`src/rtl/mips_muldiv.sv`:
```
// mips_muldiv: 32-cycle shift-add multiply / restoring divide feeding the register-file LO writeback.
// Define MULDIV_DIV_EN to build the divider; without it DIV/DIVU finish immediately with zero results.
module mips_muldiv (
  input  logic        clk,
  input  logic        rst,
  input  logic        start,
  input  logic [1:0]  op,
  input  logic [31:0] operand_a,
  input  logic [31:0] operand_b,
  input  logic [2:0]  dest_reg,
  output logic        busy,
  output logic        done,
  output logic [31:0] hi,
  output logic [31:0] lo,
  output logic [31:0] write_data,
  output logic [2:0]  write_reg,
  output logic        signal_reg_write
);
  localparam int unsigned DataW = 32;
  localparam int unsigned AccW  = 2 * DataW;
  localparam int unsigned RegW  = 3;
  localparam int unsigned CntW  = 5;

`ifdef MULDIV_DIV_EN
  localparam bit DivEn = 1'b1;
`else
  localparam bit DivEn = 1'b0;
`endif

  typedef enum logic [1:0] {S_IDLE, S_RUN, S_SIGN, S_DONE} state_e;

  state_e            state_q, state_d;
  logic [CntW-1:0]   cnt_q, cnt_d;
  logic              is_div_q, is_div_d;
  logic [RegW-1:0]   dest_q, dest_d;
  logic [DataW-1:0]  mcand_q, mcand_d;   // multiplicand (mult) or divisor (div) magnitude
  logic [1:0]        sign_q, sign_d;     // {operand_a negative, operand_b negative}
  logic [AccW-1:0]   acc_q, acc_d;
  logic [DataW-1:0]  hi_q, hi_d, lo_q, lo_d;
  logic              busy_q, busy_d, done_q, done_d, wen_q, wen_d;
  logic [DataW-1:0]  wdata_q, wdata_d;
  logic [RegW-1:0]   wreg_q, wreg_d;

  logic              a_neg, b_neg;
  logic [DataW-1:0]  mag_a, mag_b;
  logic [DataW:0]    mul_sum;
  logic [AccW-1:0]   mul_step, mul_res, div_step;
  logic [DataW-1:0]  div_hi, div_lo, res_hi, res_lo;

  // Operand magnitudes; -2^31 maps to the unsigned value 32'h80000000.
  assign a_neg = ~op[0] & operand_a[DataW-1];
  assign b_neg = ~op[0] & operand_b[DataW-1];
  assign mag_a = a_neg ? -operand_a : operand_a;
  assign mag_b = b_neg ? -operand_b : operand_b;

  // Shift-add: multiplier sits in acc low half and shifts out as the product shifts in.
  assign mul_sum  = {1'b0, acc_q[AccW-1:DataW]} + ({1'b0, mcand_q} & {(DataW+1){acc_q[0]}});
  assign mul_step = {mul_sum, acc_q[DataW-1:1]};
  assign mul_res  = (^sign_q) ? -acc_q : acc_q;

`ifdef MULDIV_DIV_EN
  logic [DataW:0]   div_sh;
  logic             div_ge;
  logic [DataW-1:0] div_rem, div_q, div_r;

  // Restoring step: acc = {remainder, dividend/quotient}, 33-bit trial remainder.
  assign div_sh   = {acc_q[AccW-1:DataW], acc_q[DataW-1]};
  assign div_ge   = div_sh >= {1'b0, mcand_q};
  assign div_rem  = div_ge ? (div_sh[DataW-1:0] - mcand_q) : div_sh[DataW-1:0];
  assign div_step = {div_rem, acc_q[DataW-2:0], div_ge};
  assign div_q    = acc_q[DataW-1:0];
  assign div_r    = acc_q[AccW-1:DataW];

  // A zero divisor leaves remainder = |dividend|, so the signed remainder is the original operand_a.
  always_comb begin
    div_lo = (^sign_q) ? -div_q : div_q;
    div_hi = sign_q[1] ? -div_r : div_r;
    if (mcand_q == '0) begin
      div_lo = '1;
    end else if (sign_q == 2'b11 && mcand_q == DataW'(1) && div_q == 32'h8000_0000) begin
      div_lo = 32'h8000_0000;
      div_hi = '0;
    end
  end
`else
  assign div_step = '0;
  assign div_lo   = '0;
  assign div_hi   = '0;
`endif

  assign res_hi = is_div_q ? div_hi : mul_res[AccW-1:DataW];
  assign res_lo = is_div_q ? div_lo : mul_res[DataW-1:0];

  always_comb begin
    state_d  = state_q;
    cnt_d    = cnt_q;
    is_div_d = is_div_q;
    dest_d   = dest_q;
    mcand_d  = mcand_q;
    sign_d   = sign_q;
    acc_d    = acc_q;
    hi_d     = hi_q;
    lo_d     = lo_q;
    busy_d   = busy_q;
    done_d   = 1'b0;
    wen_d    = 1'b0;
    wdata_d  = '0;
    wreg_d   = '0;
    case (state_q)
      S_IDLE: begin
        if (start) begin
          is_div_d = op[1];
          dest_d   = dest_reg;
          sign_d   = {a_neg, b_neg};
          mcand_d  = op[1] ? mag_b : mag_a;
          acc_d    = {DataW'(0), (op[1] ? mag_a : mag_b)};
          cnt_d    = '0;
          if (op[1] && !DivEn) begin
            state_d = S_DONE;
            hi_d    = '0;
            lo_d    = '0;
            done_d  = 1'b1;
            wreg_d  = dest_reg;
          end else begin
            state_d = S_RUN;
            busy_d  = 1'b1;
          end
        end
      end
      S_RUN: begin
        acc_d = is_div_q ? div_step : mul_step;
        cnt_d = cnt_q + CntW'(1);
        if (cnt_q == CntW'(31)) state_d = S_SIGN;
      end
      S_SIGN: begin
        state_d = S_DONE;
        busy_d  = 1'b0;
        done_d  = 1'b1;
        hi_d    = res_hi;
        lo_d    = res_lo;
        wdata_d = res_lo;
        wreg_d  = dest_q;
        wen_d   = dest_q != '0;
      end
      S_DONE: state_d = S_IDLE;
      default: state_d = S_IDLE;
    endcase
  end

  always_ff @(posedge clk) begin
    if (rst) begin
      state_q  <= S_IDLE;
      cnt_q    <= '0;
      is_div_q <= 1'b0;
      dest_q   <= '0;
      mcand_q  <= '0;
      sign_q   <= '0;
      acc_q    <= '0;
      hi_q     <= '0;
      lo_q     <= '0;
      busy_q   <= 1'b0;
      done_q   <= 1'b0;
      wen_q    <= 1'b0;
      wdata_q  <= '0;
      wreg_q   <= '0;
    end else begin
      state_q  <= state_d;
      cnt_q    <= cnt_d;
      is_div_q <= is_div_d;
      dest_q   <= dest_d;
      mcand_q  <= mcand_d;
      sign_q   <= sign_d;
      acc_q    <= acc_d;
      hi_q     <= hi_d;
      lo_q     <= lo_d;
      busy_q   <= busy_d;
      done_q   <= done_d;
      wen_q    <= wen_d;
      wdata_q  <= wdata_d;
      wreg_q   <= wreg_d;
    end
  end

  assign busy             = busy_q;
  assign done             = done_q;
  assign hi               = hi_q;
  assign lo               = lo_q;
  assign write_data       = wdata_q;
  assign write_reg        = wreg_q;
  assign signal_reg_write = wen_q;

endmodule

```
`config.mk`:
```
export PLATFORM = sky130hd
export DESIGN_NAME = mips_muldiv
export DESIGN_NICKNAME = d
export VERILOG_FILES = /design/src/rtl/mips_muldiv.sv
export SDC_FILE = /design/constraint.sdc
export NUM_CORES = 1
export LEC_CHECK = 0
export CORE_ASPECT_RATIO = 0.5
export CORE_MARGIN = 4
export CORE_UTILIZATION = 56
export CTS_CLUSTER_SIZE = 8
export DETAILED_ROUTE_END_ITERATION = 8
export HOLD_SLACK_MARGIN = 0.02
export PLACE_DENSITY = 0.82
export SETUP_SLACK_MARGIN = 0.3
export SYNTH_ARGS = -nofsm -noshare
export SYNTH_HDL_FRONTEND = slang
export SYNTH_SLANG_ARGS = --single-unit
```
`constraint.sdc`:
```
create_clock -name clk -period 3.85 [get_ports clk]
set_clock_uncertainty 0.1 [all_clocks]
set_input_delay 0.77 -clock clk [delete_from_list [all_inputs] [get_ports clk]]
set_output_delay 0.77 -clock clk [all_outputs]
set_load 0.1 [all_outputs]
```
After elaboration in Yosys (flattened, before gate mapping)
Index checks and enable logic that the tools add are counted.
- register bits: 211
- output and inout port bits: 102
- bits of input ports: 72
- word-level logic and storage cells: 72
- equality and inequality tests: 8
- mux-type cells: 29
- bitwise logic cells: 5
- add/subtract/negate cells: 5
- reduce and logical (&&, ||, !) cells: 11
- operators by type and width (kind ; number):
    $mux W32 ; 8
    $mux W64 ; 3
    $pmux W32 S2 ; 2
    $pmux W64 S2 ; 1
    $neg A32 Y32 ; 2
    $neg A64 Y64 ; 1
    $add A32 B33 Y33 ; 1
    $and A32 B33 Y33 ; 1
    $pmux W5 S2 ; 1
    $ne A2 B2 Y1 const B ; 4
    $pmux W2 S4 ; 1
    $mux W2 ; 3
    $mux W3 ; 2
    $pmux W3 S2 ; 1
    $reduce_and A2 Y1 ; 3
    $reduce_and A3 Y1 ; 2
    $add A5 B1 Y5 const B ; 1
    $eq A5 B5 Y1 const B ; 1
    $mux W5 ; 1
    $eq A2 B2 Y1 const B ; 2
    $mux W1 ; 4
    $pmux W1 S2 ; 2
    $reduce_bool A2 Y1 ; 2
    $reduce_bool A3 Y1 ; 1
    6 further kinds ; 8

Depth between registers and ports, before layout
Gate-level depths: netlist of the first run.
- word-level depth: 6
- depth in mapped cells: 14

Worst setup path after synthesis of the first run
No wires, ideal clock.
- kind: reg-to-reg
- start point: register acc_q[0]
- end point: register acc_q[53]
- path buffers: 2
- arrival: 3009 ps
- period minus slack after synthesis: 3237 ps
- stages on the path, launching flop included: 15
- required time: 3622 ps
- library setup time: 128 ps
- slack: 613 ps
- cells stage by stage: dfxtp_1 clkbuf_1 clkbuf_1 and2_1 ha_1 inv_1 fa_1 nor2b_1 o211ai_1 a21boi_0 a21boi_0 o31a_1 o41ai_1 xnor2_1 o21ai_0
- word-level cells in the longest chain between the ends: 4
- RTL lines (what ; line ; source):
    start, declared ; 38 ; logic [AccW-1:0] acc_q, acc_d;
    start signal, assigned ; 158 ; acc_q <= '0;
    start signal, assigned ; 173 ; acc_q <= acc_d;
    $and A32 B33 Y33 ; 57 ; assign mul_sum = {1'b0, acc_q[AccW-1:DataW]} + ({1'b0, mcand_q} & {(DataW+1){acc_q[0]}});
    $add A32 B33 Y33 ; 57 ;
    $mux W64 ; 131 ; acc_d = is_div_q ? div_step : mul_step;
    $pmux W64 S2 ; 109 ; case (state_q)
No other way between the ends.
A chain may end at the register's enable or synchronous reset.

Final worst setup path of the first run
- start point: register acc_q[0]
- end point: register acc_q[49]
Same word-level chain as after synthesis.

==> impl_metrics.py, run 1 <==
metrics = {
    "sta": {
        "tightest_slew_ps": 1030,
        "fmax_mhz": 291,
        "period_share": 0.892,
        "drv_slew": 0,
        "hold_violations": 0,
        "setup_viol": 0,
        "rsz0062_at_grt": "false",
        "finalSetupTns_ps": 0,
        "min_period_ps": 3440,
        "max-slew-margin-rel": 0.312,
    },
    "floorplanning": {
        "ioPinCount": 174,
        "die_x_um": 216,
        "chipHeight_um": 112,
        "dieArea_um2": 24200,
        "fp.coreArea_um2": 20900,
        "rows": 37,
        "start_util": 0.580,
    },
    "yosys": {
        "synth_fa_ha_area_frac": 0.0430,
        "synth-compound-area-share": 0.242,
        "syn_area_um2": 12100,
        "synth_edf_count": 0,
        "synth_mux_area_frac": 0.00330,
        "ys_warn_count": 0,
        "yosys.area_share.simple": 0.213,
        "synth_top_area_share": 0.349,
        "synth_top_family_by_area": "compound AO/OA/AOI/OAI gates",
        "postSynth.asyncResetShare": 0,
        "postSynthAreaPerCell_um2": 7.84,
        "synth_top_cell_by_area": "dfxtp_1",
        "ys_seq_area_frac": 0.349,
        "synth-xor-area-share": 0.107,
        "ys_top_cells_by_area": "dfxtp_1 (35%), nor2_1 (5.7%), xnor2_1 (5.6%), nand2_1 (5.2%), o21ai_0 (5.1%)",
        "syn-instance-count": 1545,
        "synth_fp_nets": 1658,
        "ys.flop_type": "dfxtp_1",
        "ys_ff_latch": 211,
        "synth.distinct_cells": 68,
    },
    "worst_setup_path": {
        "crit_family": "compound AO/OA/AOI/OAI gates",
        "crit_type": "reg -> reg",
        "start_kind": "flop",
        "worst-path-stages": 13,
        "worstPathMaxFanout": 8,
        "max_stage_delay_ps": 470,
        "path_buf_inv": 2,
        "worstPathCellList": "and2_2 > ha_1 > inv_1 > fa_1 > nor2b_1 > o211ai_1 > a21boi_1 > a21boi_0 > o31a_1 > buf_4 > o31ai_1 > xnor2_1 > o21ai_0",
        "cpMaxStageDelayCell": "dfxtp_1",
        "worstPathRequired_ps": 4200,
        "cp.arrival_ps": 3780,
        "reg2reg_depth": 13,
        "cp-end-kind": "flop",
    },
    "clocking": {
        "cts.path.max_buffers": 3,
        "hold_buffers": 0,
        "clk_latency_ps": 560,
        "cts_tree": "yes",
        "root_buffer": "clkbuf_16",
        "post_cts_resized": 0,
        "cts.sinks": 211,
        "postCtsSetupBuffers": 0,
        "htree_levels": 1,
        "clkSlewWorstSetupHoldPaths_ps": 60,
        "cts_buffers": 30,
    },
    "drt": {
        "drt_wl_total_um": 40700,
        "route.vias.total": 12300,
        "drt_iter0_drc": 1426,
        "viasPerCell": 6.16,
        "wl_per_cell_um": 20.4,
        "drc": 5,
        "ant_nets": 0,
        "drtPass1Iterations": 9,
    },
    "run": {
        "cap_violations": 0,
    },
    "global_routing": {
        "grt_max_degree": 66,
        "grt_usage": 0.322,
        "grt_overflow": 0,
        "grt_pass1_wl_um": 63800,
        "first_global_vias": 11900,
        "antenna_found_initial": 0,
    },
    "placed_design": {
        "place_congestion": 0.978,
        "dp_hpwl_um": 30100,
        "dp_cells": 1960,
        "numPortBuffers": 173,
    },
    "cells_and_area": {
        "drive_above_1_share": 0.0641,
        "layout.nets": 1813,
        "largest-register": "acc_q",
        "fin_util": 0.718,
        "layout.cells.non_filler": 1992,
        "antenna_cells": 0,
        "fillers": 1667,
        "syn_to_final_growth_pct": 23.7,
        "largest_register_ffs": 64,
    },
    "run_status": {
        "violations": "DRC",
        "status": "finished with violations",
    },
    "min_path": {
        "hold_depth": 2,
        "worstHoldPathType": "reg -> reg",
    },
    "power": {
        "peakVddDrop_mv": 0.571,
        "p_leak_nw": 5.68,
        "p_per_area_nw_per_um2": 531,
        "power_mw": 7.96,
    },
}
-- worst register-to-register path: stages (launching register included) --
cell,delay (ps)
dfxtp_1,470
and2_2,270
ha_1,180
inv_1,60
fa_1,420
nor2b_1,190
o211ai_1,120
a21boi_1,230
a21boi_0,210
o31a_1,410
buf_4,180
o31ai_1,270
xnor2_1,150
o21ai_0,80
-- synthesized netlist by cell type (4+ instances only) --
| cell | number |
|---|---|
| nand4b_1 | 4 |
| inv_1 | 35 |
| xnor2_1 | 78 |
| a21oi_1 | 113 |
| a21o_1 | 21 |
| o21ai_0 | 123 |
| or4_1 | 12 |
| buf_2 | 6 |
| mux2i_1 | 4 |
| dfxtp_1 | 211 |
| nor3_1 | 50 |
| and3_1 | 9 |
| o41ai_1 | 10 |
| o21bai_1 | 5 |
| nor4_1 | 9 |
| a31o_2 | 10 |
| a211oi_1 | 13 |
| o21a_1 | 6 |
| o31ai_1 | 26 |
| a22oi_1 | 33 |
| nor2b_1 | 9 |
| o211ai_1 | 15 |
| xor2_1 | 70 |
| nand4_1 | 11 |
| or3_1 | 8 |
| nand2b_1 | 19 |
| nand3_1 | 18 |
| buf_1 | 8 |
| nand2_1 | 168 |
| o22ai_1 | 9 |
| a222oi_1 | 24 |
| ha_1 | 40 |
| clkbuf_1 | 80 |
| a21boi_0 | 4 |
| a31oi_1 | 12 |
| nor2_1 | 184 |
| and2_1 | 33 |
-- stage by stage --
| step | hold WS [ps] | setup WS, ps | area [µm²] |
|---|---|---|---|
| after floorplan | 308 | 613 | 12100 |
| after global placement | 334 | 123 | 14200 |
| after detailed placement | 341 | 49.6 | 14200 |
| after CTS | 352 | 370 | 15000 |
| after global routing | 374 | 271 | 15000 |
| final | 347 | 414 | 15000 |
-- placed cells by master (no fill, tap or decap), drive strengths merged, types with 35 or more instances in the layout --
master,synthesis,layout
nor3,50,50
xnor2,78,78
dfxtp,211,211
o21ai,123,123
a21oi,113,113
nand2,168,168
buf,16,48
inv,35,35
ha,40,40
clkdlybuf4s50,0,171
xor2,70,70
nor2,184,184
-- path summary, 6_finish.rpt --
kind | slack (ps) | to | start
max | 410 | acc_q[49] | acc_q[0]
min | 350 | hi[7] | hi[7]
max reg2reg | 410 | acc_q[49] | acc_q[0]
min reg2reg | 350 | hi[7] | hi[7]
-- power by group --
group / internal [mW] / switching, mW / leakage (nW)
logic: 0.907 / 2.04 / 3.60
registers: 2.43 / 0.280 / 1.71
clock network: 1.36 / 0.944 / 0.377
-- kinds of logic after synthesis --
logic type / Yosys count
adders and majority gates: 41
muxes: 4
DFF: 211
buffers and inverters: 133
xor gates and xnor gates: 148
and+or+nand+nor: 555
AOI/OAI and AO/OA: 453
-- area by class of cell --
cell class                      count  area (µm²)  share of cell area
Clock buffer                       30         751              0.0501
Clock inverter                      2        23.8             0.00159
Inverter                           37         139             0.00927
Multi-Input combinational cell   1201        7410               0.495
Sequential cell                   211        4220               0.282
Tap cell                          292         365              0.0244
Timing Repair Buffer              219        2070               0.138
-- routing by layer --
| metal | vias to the layer above | track usage | routed length [µm] |
|---|---|---|---|
| met4 | 0 | 0.0754 | 785 |
| li1 | 5811 | - | - |
| met2 | 543 | 0.544 | 19400 |
| met5 | - | 0 | 0 |
| met1 | 5859 | 0.431 | 17100 |
| met3 | 65 | 0.0641 | 3440 |
No activity file was read; power rests on OpenSTA's default activity.
==> run 2, diff against run 1 <==
--- a/config.mk
+++ b/config.mk
@@ -13,6 +13,7 @@
 export HOLD_SLACK_MARGIN = 0.02
 export PLACE_DENSITY = 0.82
 export SETUP_SLACK_MARGIN = 0.3
+export SKIP_LAST_GASP = 1
 export SYNTH_ARGS = -nofsm -noshare
 export SYNTH_HDL_FRONTEND = slang
 export SYNTH_SLANG_ARGS = --single-unit
==> results of run 2 <==
The final DEF is identical to that of run 1; final timing and power are the same.
==> variant 1 (config.mk and constraints of run 1) <==
Add a define of `MULDIV_DIV_EN`.
--- a/src/rtl/mips_muldiv.sv
+++ b/src/rtl/mips_muldiv.sv
@@ -1,5 +1,7 @@
 // mips_muldiv: 32-cycle shift-add multiply / restoring divide feeding the register-file LO writeback.
 // Define MULDIV_DIV_EN to build the divider; without it DIV/DIVU finish immediately with zero results.
+`define MULDIV_DIV_EN
+
 module mips_muldiv (
   input  logic        clk,
   input  logic        rst,
Check against the original RTL: not equivalent (Yosys sat finds a counterexample within 4 cycles, from zero or initial values and one cycle with rst high).
==> variant 1 against run 1 <==
Combinational power increased to 2.5 times the old value. Critical path depth increased by 3. Synthesized area increased by 33%. Sequential cell count unchanged. Wire length increased by 36%. Final area increased by 31%. Setup slack got worse by 53 ps. Total power increased by 62%. Critical path type unchanged. Highest routed layer unchanged.
==> variant 1: results (changes against run 1) <==
stage,metric,value,unit,change
yosys,async_flop_share,0,%,unchanged
routing,wl_met3,5622,um,was 3442 um
setup_path,crit_family,compound AO/OA/AOI/OAI gates,,unchanged
setup_path,path_max_fanout,4,,was 8
setup_path,crit_slowest_cell,fa_1,,was dfxtp_1
sta,finalWorstSetupSlack,361.1,ps,was 414.5 ps
clocking,clkTransAtPathRegs,60,ps,about the same
yosys,synthTopCellsByCount,"nor2_1 (228), dfxtp_1 (211), nand2_1 (196), a21oi_1 (171), clkbuf_1 (133)",,"was dfxtp_1 (211), nor2_1 (184), nand2_1 (168), o21ai_0 (123), a21oi_1 (113)"
finish,fin_cells,2685,,"was 1,992"
routing,vias,17200,,"was 12,280"
finish,diodes,0,,unchanged
global_route,grt_pass1_vias,15890,,"was 11,890"
routing,first_pass_iters,7,,was 9
place,post-place-ws,6.516,ps,was 49.61 ps
routing,drtIter0Drc,2275,,"was 1,426"
yosys,syn_nets,2278,,"was 1,658"
setup_path,r2r_end,acc_q[63],,was acc_q[49]
place,place.gp.congestion,0.9768,,was 0.9783
sta,worst_pin_slew,1041,ps,was 1029 ps
status,status,finished clean,,"was complete, but fails checks"
power,power.leakage,7.921,nW,was 5.682 nW
yosys,synth_cell_type_count,77,,was 68
place,dp_cells,2648,,"was 1,960"
routing,drt-total-wl,55540,um,"was 40,730 um"
routing,wl_met1,23500,um,"was 17,110 um"
run,timing.max_cap.violations,0,,unchanged
yosys,yosys-top-cells-area,"dfxtp_1 (26%), xor2_1 (5.9%), ha_1 (5.8%)",,"was dfxtp_1 (35%), nor2_1 (5.7%), xnor2_1 (5.6%)"
finish,top_register,acc_q,,unchanged
clocking,htree_levels,1,,unchanged
setup_path,r2r-start,acc_q[0],,unchanged
global_route,grtUsageTotal,33.82,%,was 32.25%
yosys,synthCells,2130,,"was 1,545"
power,ir_drop,0.5205,mV,was 0.5712 mV
finish,drive_above_1_share,10.46,%,was 6.412%
setup_path,r2r_slack,360,ps,was 410 ps
routing,highest_layer,met4,,unchanged
global_route,antenna_found_initial,0,,unchanged
clocking,cts_buffers,30,,unchanged
clocking,cts_buffer_depth,3,,unchanged
clocking,clk_latency,590,ps,was 560 ps
finish,largest_register_ffs,64,,unchanged
setup_path,crit_arrival,3870,ps,was 3780 ps
routing,route.met2.wl,24930,um,"was 19,390 um"
setup_path,worstSetupPathType,flop to flop,,unchanged
setup_path,max_stage_delay,420,ps,was 470 ps
clocking,cts_root_buf,clkbuf_16,,unchanged
setup_path,rr_worst_depth,16,,was 13
finish,nets,2449,,"was 1,813"
place,portBuffers,173,,unchanged
worst_hold_path,hold_path.class,flop to flop,,unchanged
yosys,ys.warnings.count,0,,unchanged
global_route,grt_pass1_wl,86850,um,"was 63,850 um"
place,hpwl,41020,um,"was 30,100 um"
global_route,grt_max_degree,80,,was 66
yosys,ys_seq_area_share,26.29,%,was 34.86%
[variant 1: changes by cell type in the layout (fill, tap and decap cells not counted), moves of 22 or more]
cell             run 1  this run
o221ai_1             3        25
a21oi_1            112       167
nand2_1            168       196
ha_1                40        71
a211oi_1            13        46
inv_1               35        70
a21o_1              21        60
buf_4               45       119
mux2i_1              4        61
xor2_1              69       108
nor2_1             182       225
a222oi_1            24         0
[variant 1: logic make-up (layout without fill, tap and decap cells)]
| group | after synthesis | after routing | share of synthesized area [%] |
|---|---|---|---|
| AOI/OAI and AO/OA | 636 | 636 | 25.73 |
| xor gates and xnor gates | 193 | 193 | 10.52 |
| adders and majority gates | 76 | 76 | 6.013 |
| buffers and inverters | 226 | 399 | 5.413 |
| DFF | 211 | 211 | 26.29 |
| muxes | 77 | 77 | 4.923 |
| and+or+nand+nor | 711 | 711 | 21.11 |
[variant 1: layer usage]
layer	global-route usage, %	vias up
met2	53.31	879
met1	47.22	8172
met5	0	-
li1	-	8010
met3	7.440	135
met4	8.648	0
[variant 1: report_power, final]
group | switching (W) | internal [W]
combinational | 0.00496 | 0.00242
clock | 0.000969 | 0.00141
sequential | 0.000481 | 0.00264
[variant 1: final cells by class]
| class | instances | area [um^2] |
|---|---|---|
| clock buffer | 33 | 782.0 |
| clock inverter | 1 | 30.03 |
| fill | 2251 | 8419 |
| inverter | 72 | 271.5 |
| multi-input combinational | 1693 | 11110 |
| sequential | 211 | 4232 |
| tap | 382 | 478.0 |
| timing repair buffer | 293 | 2650 |
[variant 1: what timing repair did]
action / 4_1_cts / 5_1_grt
setup buffers: 0 / 3
gates resized for setup: 4 / 29
pin swaps: 2 / 6
hold buffers: 0 / 0
endpoints found under the setup margin: 5 / 32
[variant 1: metrics by stage]
step / cell area (um^2) / utilization (%)
CTS: 19410 / 69.40
detailed placement: 18590 / 66.46
global route: 19560 / 69.91
global placement: 18590 / 66.46
finish: 19560 / 69.91
floorplan: 16060 / -
[variant 1: worst min-delay path by stage]
| stage | slack (ps) | cells past startpoint | start | end |
|---|---|---|---|---|
| final | 350 | 1 | lo[10] | lo[10] |
| after global routing | 370 | 1 | lo[14] | lo[14] |
| after CTS | 350 | 1 | lo[10] | lo[10] |
| after detailed placement | 340 | 1 | lo[10] | lo[10] |
| after global placement | 330 | 1 | lo[14] | lo[14] |
| after floorplan | 330 | 2 | dest_q[0] | dest_q[0] |
==> variant 2 (config.mk and constraints of run 1) <==
Made on the original files. Take the reset off `lo_q` and load it in a clocked block of its own.
--- a/src/rtl/mips_muldiv.sv
+++ b/src/rtl/mips_muldiv.sv
@@ -157,7 +157,6 @@
       sign_q   <= '0;
       acc_q    <= '0;
       hi_q     <= '0;
-      lo_q     <= '0;
       busy_q   <= 1'b0;
       done_q   <= 1'b0;
       wen_q    <= 1'b0;
@@ -172,13 +171,16 @@
       sign_q   <= sign_d;
       acc_q    <= acc_d;
       hi_q     <= hi_d;
-      lo_q     <= lo_d;
       busy_q   <= busy_d;
       done_q   <= done_d;
       wen_q    <= wen_d;
       wdata_q  <= wdata_d;
       wreg_q   <= wreg_d;
     end
+  end
+
+  always_ff @(posedge clk) begin
+    lo_q <= lo_d;
   end
 
   assign busy             = busy_q;
Check against the original RTL: same outputs for any inputs over 10 cycles, from zero or initial values and one cycle with rst high; that may be too few to reach the edited logic, so the function may still have changed.
==> variant 2 against run 1 <==
Final area is 0.93% higher. Synthesized cell count is 3.7% lower. Non-clock buffer count is 3 lower. Critical endpoint is now mcand_q[18]. Register-to-register slack better by 110 ps. Sequential cell count stayed put. Setup slack better by 60 ps. Sequential share of layout area is 1.9 points higher. Global-route usage is 0.73 points lower. Synthesized area is 0.56% higher. Wire length is 3.0% lower. Total power is 19% higher.
==> variant 2: results (changes against run 1) <==
stage,metric,value,unit,change
status,status,finished clean,,"was complete, but fails checks"
finish,nets,1760,,"was 1,813"
global_route,grt_pass1_wl,61800,um,"was 63,850 um"
clocking,clkTransAtPathRegs,50,ps,
routing,first_pass_iters,7,,was 9
finish,drive_above_1_share,7.001,%,was 6.412%
clocking,cts_buffers,30,,unchanged
setup_path,crit_arrival,3660,ps,was 3780 ps
setup_path,max_stage_delay,460,ps,
yosys,synth_edf_count,32,,was 0
sta,slew_headroom,13.47,%,was 31.21%
finish,fillers,1627,,"was 1,667"
power,ir_drop,0.7239,mV,was 0.5712 mV
global_route,grt_max_degree,92,,was 66
routing,via_per_inst,6.129,,was 6.164
power,power.leakage,5.503,nW,was 5.682 nW
setup_path,crit_family,simple AND/OR/NAND/NOR gates,,was compound AO/OA/AOI/OAI gates
yosys,ys_seq_area_share,37.29,%,was 34.86%
global_route,grtUsageTotal,31.52,%,was 32.25%
yosys,yosys-top-cells-area,"dfxtp_1 (29%), edfxtp_1 (7.9%), xnor2_1 (5.8%)",,"was dfxtp_1 (35%), nor2_1 (5.7%), xnor2_1 (5.6%)"
yosys,synthTopCellsByCount,"dfxtp_1 (179), nor2_1 (175), nand2_1 (168), a21oi_1 (127), o21ai_0 (109)",,"was dfxtp_1 (211), nor2_1 (184), nand2_1 (168), o21ai_0 (123), a21oi_1 (113)"
yosys,synth_cell_type_count,77,,was 68
finish,fin_cells,1949,,"was 1,992"
place,hpwl,29400,um,"was 30,100 um"
clocking,htree_levels,1,,unchanged
routing,drtIter0Drc,1126,,"was 1,426"
worst_hold_path,hold_path.class,flop to flop,,unchanged
setup_path,path_max_fanout,7,,was 8
place,place.gp.congestion,0.9320,,was 0.9783
place,portBuffers,173,,unchanged
clocking,cts_buffer_depth,3,,unchanged
yosys,ys.warnings.count,0,,unchanged
clocking,cts_root_buf,clkbuf_16,,unchanged
global_route,grt_pass1_vias,11630,,"was 11,890"
yosys,syn_nets,1601,,"was 1,658"
routing,wl_per_cell,20.28,um,was 20.45 um
power,p_int,0.005168,W,was 0.004698 W
setup_path,crit_slowest_cell,clkdlybuf4s50_1,,was dfxtp_1
yosys,synthCells,1488,,"was 1,545"
floorplanning,dieArea,24330,um^2,"was 24,200 um^2"
global_route,antenna_found_initial,0,,unchanged
## variant 2: cell count changes after synthesis, sizes merged, moves of 10 or more
cell / change
a22oi: -15
a21oi: +14
a21o: -10
dfxtp: -32
edfxtp: +32
## variant 2: power by group through the flow
stage	clock network [W]	logic [W]	registers (W)
floorplan	0	0.00177	0.00401
global placement	0	0.00391	0.00296
detailed placement	0	0.00399	0.00297
CTS	0.00241	0.00403	0.00294
global route	0.00251	0.00433	0.00299
finish	0.00240	0.00409	0.00295
## variant 2: per-layer routing
layer / vias to the layer above / track usage (%) / share of wire [%]
met1: 5683 / 40.92 / 41
met3: 74 / 8.953 / 10
li1: 5638 / - / -
met4: 0 / 9.033 / 2.4
met2: 550 / 51.78 / 46
met5: - / 0 / 0
## variant 2: path summary, 6_finish.rpt
kind	start	to	slack [ps]	cells after the start
setup / recovery	operand_a[1]	mcand_q[18]	470	12
setup reg to reg	acc_q[26]	hi[23]	520	8
hold reg to reg	hi[9]	hi[9]	340	2
hold / removal	hi[9]	hi[9]	340	2
## variant 2: timing repair
item	4_1_cts	5_1_grt
setup endpoints to repair	0	8
hold buffers	0	0
resized for setup	0	1
## variant 2: kinds of logic after synthesis
| kind of cell | after synthesis | synth area share [%] |
|---|---|---|
| multiplexers | 10 | 0.8317 |
| buffers and inverters | 122 | 3.768 |
| flip-flops | 211 | 37.29 |
| AO/OA/AOI/OAI | 427 | 22.57 |
| AND/OR/NAND/NOR | 526 | 20.41 |
| XOR/XNOR | 151 | 10.85 |
| adder cells (fa/ha/maj) | 41 | 4.271 |
## variant 2: through the flow
| step | setup WS (ps) | hold WS, ps | power (W) | area, um^2 |
|---|---|---|---|---|
| floorplan | 583.7 | 327.3 | 0.005777 | 12190 |
| global placement | 173.2 | 335.9 | 0.006865 | 14300 |
| detailed placement | 63.28 | 340.6 | 0.006960 | 14300 |
| CTS | 365.3 | 348.1 | 0.009383 | 15120 |
| global route | 312.4 | 361.3 | 0.009831 | 15120 |
| finish | 474.1 | 342.2 | 0.009437 | 15120 |
## variant 2: worst reg2reg max path: cells and delay by family (launching register included)
kind | cells | cell delay (ps)
AND/OR/NAND/NOR | 5 | 2240
flip-flops | 1 | 380
XOR/XNOR | 1 | 210
AO/OA/AOI/OAI | 2 | 230
## variant 2: area by class of cell
cell class	instances	area share, %
inverters	33	0.8190
clock inverters	1	0.03309
multi-input cells	1155	47.72
flip-flops and latches	211	30.05
well taps	292	2.416
clock buffers	41	5.443
repair buffers	216	13.52
